$ cat config.mk
export PLATFORM = sky130hd
export DESIGN_NAME = enc_1_flat
export DESIGN_NICKNAME = d
export VERILOG_FILES = /design/src/rtl/enc_pkg.sv /design/src/rtl/enc_1_if.sv /design/src/rtl/enc_mac.sv /design/src/rtl/enc_1.sv /design/src/flat_wrapper.sv
export SDC_FILE = /design/constraint.sdc
export NUM_CORES = 2
export LEC_CHECK = 0
export ABC_AREA = 1
export BUFFER_PORTS_ARGS = -buffer_cell sky130_fd_sc_hd__buf_2
export CORE_ASPECT_RATIO = 1.5
export CORE_UTILIZATION = 28
export DETAILED_ROUTE_END_ITERATION = 8
export GPL_TIMING_DRIVEN = 0
export PLACE_DENSITY_LB_ADDON = 0.08
export SLEW_MARGIN = 15
export SYNTH_ARGS = -nofsm -noshare
export SYNTH_HDL_FRONTEND = slang
export SYNTH_SLANG_ARGS = --single-unit
$ cat constraint.sdc
create_clock -name clk -period 25.8 [get_ports clk]
set_clock_uncertainty 0.05 [all_clocks]
set_input_delay 5.16 -clock clk [delete_from_list [all_inputs] [get_ports clk]]
set_output_delay 5.16 -clock clk [all_outputs]
set_load 0.02 [all_outputs]
$ cat src/rtl/enc_pkg.sv
// Shared fixed-point helpers for the enc_* encoder layers.
// Values are signed two's complement; the Q8.8 limits are the defaults.
package enc_pkg;

  localparam int BITSIZE_DEF = 16;
  localparam int FRAC_DEF    = 8;

  localparam logic signed [15:0] Q_MAX = 16'sh7FFF;
  localparam logic signed [15:0] Q_MIN = 16'sh8000;

  typedef enum logic [1:0] {IDLE, MAC, WRITE, DONE} state_t;

  // Clamp a wide signed value into the range of a bits-wide signed word.
  function automatic logic signed [63:0] sat_to(input logic signed [63:0] v, input int bits);
    logic signed [63:0] hi;
    logic signed [63:0] lo;
    hi = (64'sd1 <<< (bits - 1)) - 64'sd1;
    lo = -hi - 64'sd1;
    if (v > hi) return hi;
    if (v < lo) return lo;
    return v;
  endfunction

  // Full-precision product, arithmetic shift (rounds toward -inf), then clamp.
  function automatic logic signed [63:0] sat_mul(input logic signed [31:0] a,
                                                 input logic signed [31:0] b,
                                                 input int frac, input int bits);
    logic signed [63:0] p;
    p = 64'(a) * 64'(b);
    return sat_to(p >>> frac, bits);
  endfunction

  // Saturating sum of two values already within the word range.
  function automatic logic signed [63:0] sat_add(input logic signed [63:0] a,
                                                 input logic signed [63:0] b,
                                                 input int bits);
    return sat_to(a + b, bits);
  endfunction

endpackage

$ cat src/rtl/enc_1_if.sv
// Handshake and data bundle between a requester and the enc_1 layer.
interface enc_1_if #(
  parameter int BITSIZE = 16,
  parameter int N_IN    = 8,
  parameter int N_OUT   = 6
);
  logic                       start;
  logic [BITSIZE*N_IN-1:0]       x;
  logic [BITSIZE*N_OUT*N_IN-1:0] w;
  logic [BITSIZE*N_OUT-1:0]      b;
  logic                       busy;
  logic                       valid;
  logic [BITSIZE*N_OUT-1:0]      y;

  modport master (output start, x, w, b, input busy, valid, y);
  modport slave  (input start, x, w, b, output busy, valid, y);
endinterface

$ cat src/rtl/enc_mac.sv
// Combinational saturating multiply-add: acc_next = sat(acc + sat(a*b >>> FRAC)).
module enc_mac
  import enc_pkg::*;
#(
  parameter int BITSIZE = BITSIZE_DEF,
  parameter int FRAC    = FRAC_DEF
) (
  input  logic signed [BITSIZE-1:0] acc,
  input  logic signed [BITSIZE-1:0] a,
  input  logic signed [BITSIZE-1:0] b,
  output logic signed [BITSIZE-1:0] acc_next
);

  assign acc_next = BITSIZE'(sat_add(64'(acc), sat_mul(32'(a), 32'(b), FRAC, BITSIZE), BITSIZE));

endmodule

$ cat src/rtl/enc_1.sv
// First encoder layer: y[i] = act(b[i] + sum_j w[i][j]*x[j]) using one shared MAC.
// Operands are captured on start so the requester may change them mid-run.
module enc_1
  import enc_pkg::*;
#(
  parameter int BITSIZE  = BITSIZE_DEF,
  parameter int FRAC     = FRAC_DEF,
  parameter int N_IN     = 8,
  parameter int N_OUT    = 6,
  parameter int ACT_RELU = 1
) (
  input logic   clk,
  input logic   reset,
  enc_1_if.slave bus
);

  localparam int JW = (N_IN  > 1) ? $clog2(N_IN)  : 1;
  localparam int IW = (N_OUT > 1) ? $clog2(N_OUT) : 1;
  localparam logic [JW-1:0] J_LAST = JW'(N_IN - 1);
  localparam logic [IW-1:0] I_LAST = IW'(N_OUT - 1);

  state_t                     state;
  logic [JW-1:0]              j;
  logic [IW-1:0]              i;
  logic signed [BITSIZE-1:0]  acc;
  logic signed [BITSIZE-1:0]  acc_next;
  logic signed [BITSIZE-1:0]  x_q    [N_IN];
  logic signed [BITSIZE-1:0]  w_q    [N_OUT][N_IN];
  logic signed [BITSIZE-1:0]  b_q    [N_OUT];
  logic signed [BITSIZE-1:0]  shadow [N_OUT];
  logic [BITSIZE*N_OUT-1:0]   shadow_flat;
  logic [BITSIZE*N_OUT-1:0]   y_q;
  logic                       busy_q;
  logic                       valid_q;
  logic [IW-1:0]              i_inc;

  assign i_inc     = i + 1'b1;
  assign bus.busy  = busy_q;
  assign bus.valid = valid_q;
  assign bus.y     = y_q;

  enc_mac #(.BITSIZE(BITSIZE), .FRAC(FRAC)) u_mac (
    .acc      (acc),
    .a        (x_q[j]),
    .b        (w_q[i][j]),
    .acc_next (acc_next)
  );

  // Pack the per-neuron shadow results into the published vector layout.
  always_comb begin
    shadow_flat = '0;
    for (int k = 0; k < N_OUT; k++) shadow_flat[BITSIZE*k +: BITSIZE] = shadow[k];
  end

  // Operand snapshot taken when a run is accepted; held until the next acceptance.
  always_ff @(posedge clk) begin
    if (state == IDLE && bus.start) begin
      for (int jj = 0; jj < N_IN; jj++) x_q[jj] <= bus.x[BITSIZE*jj +: BITSIZE];
      for (int ii = 0; ii < N_OUT; ii++) begin
        b_q[ii] <= bus.b[BITSIZE*ii +: BITSIZE];
        for (int jj = 0; jj < N_IN; jj++)
          w_q[ii][jj] <= bus.w[BITSIZE*(ii*N_IN + jj) +: BITSIZE];
      end
    end
  end

  // Sequencer: walks i/j through the MAC, parks each neuron in shadow, publishes all at once.
  always_ff @(posedge clk) begin
    if (reset) begin
      state   <= IDLE;
      i       <= '0;
      j       <= '0;
      acc     <= '0;
      busy_q  <= 1'b0;
      valid_q <= 1'b0;
      y_q     <= '0;
      for (int k = 0; k < N_OUT; k++) shadow[k] <= '0;
    end else begin
      valid_q <= 1'b0;
      case (state)
        IDLE: begin
          if (bus.start) begin
            i      <= '0;
            j      <= '0;
            acc    <= bus.b[BITSIZE-1:0];
            busy_q <= 1'b1;
            state  <= MAC;
          end
        end
        MAC: begin
          acc <= acc_next;
          if (j == J_LAST) state <= WRITE;
          else             j     <= j + 1'b1;
        end
        WRITE: begin
          shadow[i] <= (ACT_RELU != 0 && acc[BITSIZE-1]) ? '0 : acc;
          if (i == I_LAST) begin
            state <= DONE;
          end else begin
            i     <= i_inc;
            j     <= '0;
            acc   <= b_q[i_inc];
            state <= MAC;
          end
        end
        DONE: begin
          y_q     <= shadow_flat;
          valid_q <= 1'b1;
          busy_q  <= 1'b0;
          state   <= IDLE;
        end
        default: state <= IDLE;
      endcase
    end
  end

endmodule
$ cat src/flat_wrapper.sv
// flat-port wrapper written by rule: the top's interface ports become plain ports
module enc_1_flat import enc_pkg::*;
#(
  parameter int BITSIZE  = BITSIZE_DEF,
  parameter int FRAC     = FRAC_DEF,
  parameter int N_IN     = 8,
  parameter int N_OUT    = 6,
  parameter int ACT_RELU = 1
)
  (clk, reset, bus_start, bus_x, bus_w, bus_b, bus_busy, bus_valid, bus_y);
  enc_1_if #(.BITSIZE(BITSIZE), .N_IN(N_IN), .N_OUT(N_OUT)) bus_i ();
  input logic clk;
  input logic reset;
  input wire logic [$bits(bus_i.start)-1:0] bus_start;
  input wire logic [$bits(bus_i.x)-1:0] bus_x;
  input wire logic [$bits(bus_i.w)-1:0] bus_w;
  input wire logic [$bits(bus_i.b)-1:0] bus_b;
  output wire logic [$bits(bus_i.busy)-1:0] bus_busy;
  output wire logic [$bits(bus_i.valid)-1:0] bus_valid;
  output wire logic [$bits(bus_i.y)-1:0] bus_y;
  assign bus_i.start = bus_start;
  assign bus_i.x = bus_x;
  assign bus_i.w = bus_w;
  assign bus_i.b = bus_b;
  assign bus_busy = bus_i.busy;
  assign bus_valid = bus_i.valid;
  assign bus_y = bus_i.y;
  enc_1 #(.BITSIZE(BITSIZE), .FRAC(FRAC), .N_IN(N_IN), .N_OUT(N_OUT), .ACT_RELU(ACT_RELU)) u_core (.clk(clk), .reset(reset), .bus(bus_i));
endmodule
# --- Word-level counts from Yosys, hierarchy flattened ---
# Memories as Yosys holds them, arrays and structs flattened. A register that Yosys moved wholly into a read port is not among the register bits.
# Index checks and enable logic that the tools add are counted.
classes:
  addsub: 3
  n_mul: 1
  div_mod_pow: 0
  magnitude_cmp: 5
  eq_ne: 9
  n_shift: 0
  mux: 48
  bitwise_logic: 1
  reduce_logical: 11
op_table:
  columns: ["op", "count"]
  rows:
  - ["64-bit two-way mux", 4]
  - ["16-bit two-way mux", 8]
  - ["16-bit by 64-bit adder with 64-bit output", 1]
  - ["64-bit by 16-bit > comparator with 1-bit output, second input constant", 1]
  - ["64-bit by 16-bit < comparator with 1-bit output, second input constant", 1]
  - ["16-bit binary-select mux with 3-bit select", 1]
  - ["16-bit case mux with 3 select lines", 1]
  - ["16-bit by 16-bit multiplier with 32-bit output", 1]
  - ["15-bit two-way mux", 2]
  - ["3-bit two-way mux", 9]
  - ["24-bit by 16-bit > comparator with 1-bit output, second input constant", 1]
  - ["24-bit by 16-bit < comparator with 1-bit output, second input constant", 1]
  - ["1-bit two-way mux", 16]
  - ["15-bit OR reduction", 1]
  - ["3-bit case mux with 3 select lines", 1]
  - ["2-bit case mux with 4 select lines", 1]
  - ["3-bit by 1-bit adder with 3-bit output, second input constant", 2]
  - ["3-bit equality test, second input constant", 2]
  - ["2-bit two-way mux", 3]
  - ["2-bit inequality test, second input constant", 3]
  - ["3-bit case mux with 2 select lines", 1]
  - ["3-bit AND reduction", 2]
  - ["2-bit equality test, second input constant", 2]
  - ["4-bit greater-or-equal comparator, second input constant", 1]
  - ["10 further kinds", 12]
totals:
  register_bits: 122
  latchBits: 0
  mem_bits_rw: 1082
  rom_bits: 0
  in_bits: 995
  out_inout_bits: 98
  word_cells: 89
  memories: 4
memory_table:
  columns: ["memory", "words", "width", "read_ports", "rd_ports_with_merged_regs", "wr", "line", "rtl"]
  rows:
  - ["u_core.w_q", 6, 128, 1, 1, 6, "enc_1.sv:28", "logic signed [BITSIZE-1:0] w_q [N_OUT][N_IN];"]
  - ["u_core.x_q", 8, 16, 1, 1, 8, "enc_1.sv:27", "logic signed [BITSIZE-1:0] x_q [N_IN];"]
  - ["u_core.b_q", 6, 16, 1, 0, 6, "enc_1.sv:29", "logic signed [BITSIZE-1:0] b_q [N_OUT];"]
  - ["u_core.shadow", 6, 15, 6, 6, 6, "enc_1.sv:30", "logic signed [BITSIZE-1:0] shadow [N_OUT];"]

# --- Logic depth before layout (Yosys ltp) ---
logic_depth:
  word_depth: 17
  ltp_mapped: 77
  depth_no_buf: 70

# --- Modules after synthesis ---
# A second synthesis with hierarchy kept.
unflattened:
  hier_cells: 6333
  hier_area_um2: 61784.3
modules_own_cells:
  columns: ["module", "instances", "cells_each", "area_each_um2", "seq_area_each_um2"]
  rows:
  - ["enc_1", 1, 4453, 48537.8, 34933.5]
  - ["enc_mac", 1, 1880, 13246.5, 0.0]

# --- Worst setup path before layout ---
# Ideal clock, no wire load.
synth_path:
  kind: "input to register"
  startpoint: "input port bus_start"
  endpoint: "register u_core.busy_q (netlist: u_core.bus.busy)"
  setup_time_ns: 0.138
  arrival_ns: 25.538
  required_time_ns: 25.612
  slack_ns: 0.075
  stages: 4
  n_path_buf: 0
  path_cell_list: "nand2_1 inv_1 o21ai_0 a21oi_1"
synth_via:
  elab_chain_len: 2
synth_rtl:
  columns: ["item", "line", "rtl"]
  rows:
  - ["from (decl)", "flat_wrapper.sv:14", "input wire logic [$bits(bus_i.start)-1:0] bus_start;"]
  - ["2-bit inequality test (no source line)", null, null]
  - ["2-bit AND reduction (no source line)", null, null]
  - ["to (signal assigned)", "enc_1.sv:74", "busy_q <= 1'b0;"]
  - ["to (signal assigned)", "enc_1.sv:86", "busy_q <= 1'b1;"]
  - ["to (signal assigned)", "enc_1.sv:109", "busy_q <= 1'b0;"]
  - ["to (decl)", "enc_1.sv:33", "logic busy_q;"]
# No other way between the ends.
# A chain may end at the register's enable or synchronous reset.

==> results.py <==
metrics = {
    "outcome": {
        "status": "finished with violations",
        "violations": "DRC",
    },
    "synth": {
        "synthSimpleGateAreaFrac_pct": 12.8,
        "ys_seq_elements": 1204,
        "synth_top_family_by_area": "simple AND/OR/NAND/NOR gates",
        "synth_top_area_share_pct": 55.1,
        "synthArstFlopShare_pct": 0,
        "ys_seq_area_share_pct": 59.2,
        "synth.area.top_cells": "edfxtp_1 55%, fa_1 9.3%, nor2_1 6.3%, o21ai_0 5.0%, nand2_1 4.8%",
        "muxShareOfSynthArea_pct": 0,
        "synth_compound_area_share_pct": 10.3,
        "syn_area_um2": 59000,
        "syn_avg_cell_area_um2": 10.9,
        "synth-edff-count": 1082,
        "synthAdderAreaFrac_pct": 11.7,
        "yosysTopAreaCell": "edfxtp_1",
        "syn_inst": 5410,
        "ys_types": 56,
        "ys_warn_count": 0,
        "yosys.area_share.xor_xnor_pct": 0.638,
        "ys.flop_type": "edfxtp_1",
    },
    "critical_path": {
        "path_class": "reg2reg",
        "cp_slowest_cell": "fa_1",
        "crit_path_end_kind": "flip-flop",
        "critPathArrivalTime_ns": 17.27,
        "path_max_fanout": 10,
        "path_buf_inv": 19,
        "crit_top_cell": "nand2_1",
        "critPathTopFamily": "adder cells",
        "cp-start-kind": "flip-flop",
        "max_stage_delay_ns": 0.86,
        "cp.required_ns": 26.40,
    },
    "cts": {
        "path_clk_slew_ns": 0.07,
        "holdBufCountCts": 0,
        "cts_buffers": 143,
        "cts_setup_buffers": 0,
        "cts_sinks": 1204,
        "cts_tree": "built",
        "clock_latency_ns": 0.81,
        "clk_path_buf_depth": 4,
        "cts_resized": 0,
        "htree_levels": 4,
        "cts-root-buf": "clkbuf_16",
    },
    "place": {
        "dp_hpwl_um": 248000,
        "dp_slack_ns": 9.06,
        "gp_congestion": 0.931,
        "io_buffers": 1086,
    },
    "drt": {
        "route.detailed.drc": 6,
        "drt-wirelength-per-cell_um": 31.2,
        "wirelength_um": 302000,
        "vias": 46884,
        "antenna_left": 0,
        "drtIter0Drc": 3565,
        "dr.pass1.iters": 7,
        "via_per_inst": 4.85,
    },
    "grt": {
        "antenna_found_initial": 283,
        "grt_pass1_wl_um": 397000,
        "gr-total-overflow": 0,
        "grt_max_degree": 113,
        "grt_use_total_pct": 27.6,
        "grt_pass1_vias": 47956,
    },
    "job": {
        "max_cap_viol_count": 0,
    },
    "die": {
        "core_um2": 210000,
        "io_pins": 1093,
        "dieArea_um2": 213000,
        "fp.dieH_um": 564,
        "die_w_um": 377,
        "row_count": 206,
        "floorplan.initialDensity_pct": 28.2,
    },
    "sta": {
        "final.setup.tns_ns": 0,
        "drv_slew": 0,
        "slew_headroom_pct": 15.7,
        "finalSetupViolCount": 0,
        "postLayoutSetupSlackWorst_ns": 9.13,
        "fin_crit_ns": 16.67,
        "max_freq_mhz": 60.0,
        "rsz0062_at_grt": "no",
        "post-route-period-util_pct": 64.6,
        "worstMarginPinSlew_ns": 1.26,
        "hold_violations": 0,
    },
    "cells_and_area": {
        "drive_above_1_share_pct": 21.0,
        "area_growth_pct": 23.4,
        "nNetsFinal": 8039,
        "fillers": 21660,
        "final_cell_mix": "1134 x buf_2, 1082 x edfxtp_1, 993 x nor2_1",
        "layout_commonest_cell": "buf_2",
    },
    "min_path": {
        "min_path_type": "reg2reg",
    },
}
## sequential cells by signal, indices dropped and copies added, names as in the netlist, named ones only
register,cells
bus_y,90
u_core.bus.valid,1
u_core.j,3
u_core.i,3
u_core.bus.busy,1
u_core.w_q,768
u_core.shadow,90
u_core.state,2
u_core.x_q,128
u_core.b_q,96
u_core.acc,16
## final cells by class
| cell class | instances | area (µm²) | share of cell area [%] |
|---|---|---|---|
| Antenna cell | 101 | 253 | 0.347 |
| Buffer | 281 | 1260 | 1.74 |
| Clock buffer | 189 | 3820 | 5.25 |
| Clock inverter | 57 | 415 | 0.571 |
| Inverter | 516 | 1940 | 2.67 |
| Multi-Input combinational cell | 3414 | 20900 | 28.7 |
| Sequential cell | 1204 | 34900 | 48.0 |
| Tap cell | 2808 | 3510 | 4.83 |
| Timing Repair Buffer | 1098 | 5740 | 7.88 |
## Yosys cell counts, drive strengths merged, types with 2 or more instances
master,number
a211oi,66
a21boi,2
a21o,10
a21oi,141
a22oi,2
a31oi,28
a32o,29
a32oi,5
and3,2
buf,87
clkbuf,194
clkinv,11
dfxtp,122
edfxtp,1082
fa,274
ha,112
inv,505
nand2,774
nand3,101
nand3b,6
nand4,12
nor2,997
nor3,10
nor4,7
o2111ai,2
o211ai,2
o21a,11
o21ai,601
o221ai,2
o22ai,151
o32ai,9
or2,6
xnor2,18
xor2,22
## per-layer routing
| layer | wire (µm) | global-route usage, % | up-vias |
|---|---|---|---|
| met3 | 22300 | 7.55 | 798 |
| met2 | 159000 | 51.7 | 1944 |
| li1 | - | - | 21037 |
| met4 | 21400 | 17.2 | 194 |
| met1 | 97600 | 26.5 | 22911 |
| met5 | 1150 | 0 | - |
## metrics by stage
step           area (µm²)  util, %  hold WS (ns)  cells
6_report            72800     34.7         0.388   9668
5_1_grt             72700     34.7         0.396   9618
4_1_cts             72500     34.6         0.371   9566
3_5_place_dp        68300     32.6         0.407   9320
3_3_place_gp        68000     32.4         0.403   9309
2_1_floorplan       59000        -         0.397   5415
## worst min-delay path, stage by stage, from the launching register on
cell      delay, ns
edfxtp_1       0.32
nor2_1         0.05
nor2_1         0.08
## cell families (layout without fill, tap and decap cells)
kind of cell	after synthesis	in the layout
other cells	1	107
fa+ha+maj	386	386
xor+xnor	40	40
flops	1204	1204
simple gates	1916	1916
buf+inv	797	2141
compound gates	1066	1066
## worst paths after layout
check                                    startpoint                          to  slack (ns)  cells past startpoint
setup / recovery                          flip-flop  u_core.acc[5]$_SDFFE_PP0P_        9.13                     71
hold reg to reg   u_core.shadow[2][6]$_SDFFCE_PN0P_      bus_y[38]$_SDFFE_PP0P_        0.39                      2
setup reg to reg                          flip-flop  u_core.acc[5]$_SDFFE_PP0P_        9.13                     71
hold / removal    u_core.shadow[2][6]$_SDFFCE_PN0P_      bus_y[38]$_SDFFE_PP0P_        0.39                      2
Power is left out: the tool's default activity adds up to more than one toggle a clock period on the data nets, which glitch-free logic cannot reach.
